## src/rtl/gh_spec_reg.sv

```systemverilog
// gh_spec_reg: speculative global-history register with a checkpoint ring.
// Shifts predicted directions into gh, snapshots pre-shift history per
// in-flight branch, restores on redirect and frees entries on commit.
// Optional macro GH_ARCH_EN: keeps a committed history (arch_gh) that a
// flush restores; without it arch_gh is 0 and flush clears gh.
// Ports:
//   clk, rst                : clock, async active-high reset
//   pred_valid/taken        : predicted branch in; pred_ready/pred_tag out
//   cmt_valid/taken         : oldest in-flight branch retires
//   fix_valid/tag/taken     : mispredict redirect
//   flush                   : pipeline flush
//   gh, arch_gh, ckpt_count : speculative/committed history, occupancy
module gh_spec_reg #(
  parameter int GH_width = 36,
  parameter int DEPTH    = 16,
  parameter int PTR_W    = 4
) (
  input  logic                clk,
  input  logic                rst,
  input  logic                pred_valid,
  input  logic                pred_taken,
  output logic                pred_ready,
  output logic [PTR_W-1:0]    pred_tag,
  input  logic                cmt_valid,
  input  logic                cmt_taken,
  input  logic                fix_valid,
  input  logic [PTR_W-1:0]    fix_tag,
  input  logic                fix_taken,
  input  logic                flush,
  output logic [GH_width-1:0] gh,
  output logic [GH_width-1:0] arch_gh,
  output logic [PTR_W:0]      ckpt_count
);

  logic [GH_width-1:0] r_gh;
  logic [GH_width-1:0] r_ckpt [DEPTH];
  logic [PTR_W-1:0]    r_wr_ptr;
  logic [PTR_W-1:0]    r_rd_ptr;
  logic [PTR_W:0]      r_count;

  logic                w_full;
  logic                w_cmt;
  logic                w_acc;
  logic [PTR_W-1:0]    w_dist;
  logic [PTR_W:0]      w_fix_count;
  logic [GH_width-1:0] w_fix_snap;
  logic [GH_width-1:0] w_fix_gh;
  logic [GH_width-1:0] w_pred_gh;
  logic [GH_width-1:0] w_flush_gh;

  // Full is taken from the registered count, so a same-cycle commit
  // never makes room for a pred.
  assign w_full     = (r_count == (PTR_W+1)'(DEPTH));
  assign pred_ready = !w_full;
  assign pred_tag   = r_wr_ptr;
  assign gh         = r_gh;
  assign ckpt_count = r_count;

  assign w_cmt = cmt_valid && (r_count != '0);
  assign w_acc = pred_valid && !w_full && !fix_valid && !flush;

  assign w_pred_gh  = {r_gh[GH_width-2:0], pred_taken};
  assign w_fix_snap = r_ckpt[fix_tag];
  assign w_fix_gh   = {w_fix_snap[GH_width-2:0], fix_taken};

  // Fixed branch keeps its slot; pointer difference wraps mod DEPTH.
  assign w_dist      = fix_tag - r_rd_ptr;
  assign w_fix_count = {1'b0, w_dist} + (PTR_W+1)'(1)
                     - (PTR_W+1)'(w_cmt);

`ifdef GH_ARCH_EN
  logic [GH_width-1:0] r_arch_gh;
  logic [GH_width-1:0] w_arch_nxt;

  assign w_arch_nxt = {r_arch_gh[GH_width-2:0], cmt_taken};
  assign w_flush_gh = w_cmt ? w_arch_nxt : r_arch_gh;
  assign arch_gh    = r_arch_gh;

  always_ff @(posedge clk or posedge rst) begin
    if (rst) begin
      r_arch_gh <= '0;
    end else if (w_cmt) begin
      r_arch_gh <= w_arch_nxt;
    end
  end
`else
  logic w_unused_cmt_taken;

  assign w_unused_cmt_taken = cmt_taken;
  assign w_flush_gh = '0;
  assign arch_gh    = '0;
`endif

  always_ff @(posedge clk or posedge rst) begin
    if (rst) begin
      r_gh     <= '0;
      r_wr_ptr <= '0;
      r_rd_ptr <= '0;
      r_count  <= '0;
    end else begin
      if (w_cmt) begin
        r_rd_ptr <= r_rd_ptr + PTR_W'(1);
      end
      if (flush) begin
        r_gh     <= w_flush_gh;
        r_wr_ptr <= r_rd_ptr + PTR_W'(w_cmt);
        r_count  <= '0;
      end else if (fix_valid) begin
        r_gh     <= w_fix_gh;
        r_wr_ptr <= fix_tag + PTR_W'(1);
        r_count  <= w_fix_count;
      end else begin
        if (w_acc) begin
          r_gh     <= w_pred_gh;
          r_wr_ptr <= r_wr_ptr + PTR_W'(1);
        end
        r_count <= r_count + (PTR_W+1)'(w_acc)
                 - (PTR_W+1)'(w_cmt);
      end
    end
  end

  // Snapshot storage needs no reset; entries are only read once written.
  always_ff @(posedge clk) begin
    if (w_acc) begin
      r_ckpt[r_wr_ptr] <= r_gh;
    end
  end

endmodule
```

## config.mk

```make
export PLATFORM = sky130hd
export DESIGN_NAME = gh_spec_reg
export DESIGN_NICKNAME = d
export VERILOG_FILES = /design/src/rtl/gh_spec_reg.sv
export SDC_FILE = /design/constraint.sdc
export NUM_CORES = 1
export LEC_CHECK = 0
export CORE_ASPECT_RATIO = 0.6
export CORE_MARGIN = 2
export CORE_UTILIZATION = 32
export DETAILED_ROUTE_END_ITERATION = 12
export PLACE_DENSITY = 0.47
export SETUP_SLACK_MARGIN = 0.4
export SLEW_MARGIN = 20
export SYNTH_ARGS = -nofsm -noshare
export SYNTH_HDL_FRONTEND = slang
export SYNTH_SLANG_ARGS = --single-unit
```

## constraint.sdc

```tcl
create_clock -name clk -period 5 [get_ports clk]
set_input_delay 0.75 -clock clk [delete_from_list [all_inputs] [get_ports clk]]
set_output_delay 0.75 -clock clk [all_outputs]
set_load 0.1 [all_outputs]
```

==> metrics.cfg <==
[clock_network]
cts_resized=0
clock_path_buffers=3
post_cts_buffers=0
cts.sinks=609
cts_made_buffers=54
h-tree-depth=2
cts_tree=built
hold_buffers=0
root_buffer=clkbuf_16
clk_pin_slew_ps=70
clk_latency_ps=620

[power_and_ir_drop]
intPower_uw=8660
p_per_area_nw_per_um2=432
peakVddDrop_mv=0.280
p_leak_uw=0.00925
p_comb_share_pct=14.5
p_switching_uw=3360
clkPwrFrac_pct=35.1
p_sw_share_pct=27.9
seq_power_share_pct=50.4

[run]
cap_violations=0

[routing]
met1_length_um=29800
viasPerCell=5.08
wl_per_cell_um=26.1
wl_met2_um=27800
met3_wirelength_um=3660
drc=0
drt-total-wl_um=62100
drt_iter0_drc=1056
routed.top_layer=met4
route.vias.total=12100
firstDrtPassIters=5
postRouteAntennaNets=0

[finish]
fin_util_pct=37.0
diodes=0
syn2layout_area_growth_pct=14.7
fillers=6963
drive_gt1_share_pct=17.9
final_cell_mix=edfxtp_1 (560), mux2i_1 (128), mux4_2 (92)
mostFrequentLayoutCell=edfxtp_1
finalNetCount=1370

[setup_path]
path_buf_inv=1
critPathTopFamily=buffers and inverters
start_kind=register
path_class=register to output port
required_ps=4250
worstPathMaxFanout=19
crit_chain=clkdlybuf4s50_1
crit_start=gh[15]
slowest_delay_ps=1270
cpMaxStageDelayCell=clkdlybuf4s50_1
arrival_ps=2720
endpoint_kind=output port
r2r-start=ckpt_count[3]

[logic_synthesis]
synth.distinct_cells=48
avgSynthCellArea_sq_um=19.3
ys_ff_latch=609
synth_ff_type=edfxtp_1
yosys_warnings=0
syn_inst=1255
async_flop_share_pct=8.05
seq_area_frac_synth_pct=74.3
synth_edf_count=560
synth_area_sq_um=24300

[sta]
grt_setup_unrepaired=false
hold_ws_ps=538
max_slew_margin_pct=29.8
finalHoldViolCount=0
finalClockSkew_ps=32.8
fin_crit_ps=3470
period_share_pct=69.4
worst_slew_pin_slew_ps=1050
fmax_mhz=288
timing.final.max_slew_violations=0
tns_ps=0
fin_ws_ps=1530
finalSetupViolCount=0

[placed_design]
portBuffers=57
post-place-ws_ps=1230
place.gp.congestion=0.724
dp.final_hpwl_um=33200

[floorplanning]
die_w_um=360
design.core.area_sq_um=75300
initial_core_util_pct=32.2
die_h_um=217
io-pin-count=95
row_count=78
die_area_sq_um=78200

[global_route]
grt_pass1_wl_um=90400
track_usage_pct=15.9
grt_pass1_vias=12300
antenna_found_initial=0
grt_max_degree=87
grt_overflow=0

[worst_hold_path]
hold_class=input port to asynchronous set/reset pin

[run_status]
status=finished clean

==> power groups by stage <==
stage	sequential [uW]	clock, uW	combinational, uW
final	6060	4220	1740
after floorplan	6480	0	917
after global placement	6170	0	1750
after global routing	6100	4540	1870
after detailed placement	6180	0	1750
after CTS	6070	4330	1760
==> stage by stage <==
| step | total power (uW) | instance area [sq um] | instances |
|---|---|---|---|
| 5_1_grt | 12500 | 27900 | 2383 |
| 2_1_floorplan | 7400 | 24400 | 1290 |
| 3_5_place_dp | 7930 | 26100 | 2282 |
| 4_1_cts | 12200 | 27900 | 2383 |
| 6_report | 12000 | 27900 | 2383 |
| 3_3_place_gp | 7910 | 26100 | 2282 |
==> synthesized netlist by cell type (3+ instances only) <==
library cell | instances | area share [%]
a21oi_1 | 43 | 0.89
a221oi_1 | 32 | 1.2
a22oi_1 | 35 | 1.1
a311oi_1 | 5 | 0.18
buf_1 | 3 | 0.046
buf_12 | 3 | 0.25
buf_2 | 21 | 0.43
buf_4 | 52 | 1.6
buf_6 | 3 | 0.14
clkbuf_1 | 27 | 0.42
dfrtp_1 | 49 | 5.1
edfxtp_1 | 560 | 69
ha_1 | 17 | 0.88
inv_1 | 18 | 0.28
mux2i_1 | 128 | 5.3
mux4_2 | 92 | 8.5
nand2_1 | 21 | 0.32
nand2b_1 | 5 | 0.13
nand3_1 | 7 | 0.14
nand4_1 | 3 | 0.077
nor2_1 | 21 | 0.32
nor3_1 | 23 | 0.47
nor4_1 | 4 | 0.10
o21ai_0 | 5 | 0.10
o221ai_1 | 30 | 1.1
xnor2_1 | 11 | 0.40
xor2_1 | 7 | 0.25
==> flip-flops by register name (all words and copies together), names as in the netlist <==
signal and flops:
pred_tag 4, ckpt_count 5, r_ckpt 560, r_rd_ptr 4, gh 36
==> worst paths after layout <==
| check | cells past startpoint | slack, ps | endpoint |
|---|---|---|---|
| min in group clk | 1 | 580 | r_rd_ptr[2] |
| min reg2reg | 1 | 580 | r_rd_ptr[2] |
| max | 1 | 1530 | gh[15] |
| max in group asynchronous | 3 | 3350 | gh[33] |
| max reg2reg | 7 | 1660 | r_ckpt[11][34] |
| min | 2 | 540 | gh[20] |
==> logic make-up (layout without fill, tap and decap cells) <==
group | Yosys count | in the layout | synth area share (%)
other cells | 1 | 36 | 0.0154
simple gates | 97 | 97 | 2.04
flops | 609 | 609 | 74.3
mux | 222 | 222 | 13.9
xor+xnor | 18 | 18 | 0.649
fa+ha+maj | 19 | 19 | 1.04
buf+inv | 128 | 221 | 3.19
compound gates | 161 | 161 | 4.86
==> final cells by class <==
type,count,area [sq um],area share [%]
flip-flops and latches,609,18000,64.8
multi-input cells,553,5750,20.6
clock buffers,71,1470,5.26
well taps,1000,1250,4.49
repair buffers,102,988,3.55
clock inverters,30,290,1.04
inverters,18,67.6,0.243
==> layer usage <==
metal | track usage, % | vias up
met1 | 24.2 | 6464
met3 | 2.96 | 60
met4 | 2.76 | 0
met2 | 24.1 | 331
met5 | 0 | -
li1 | - | 5244
Power figures use the tool's default switching activity.
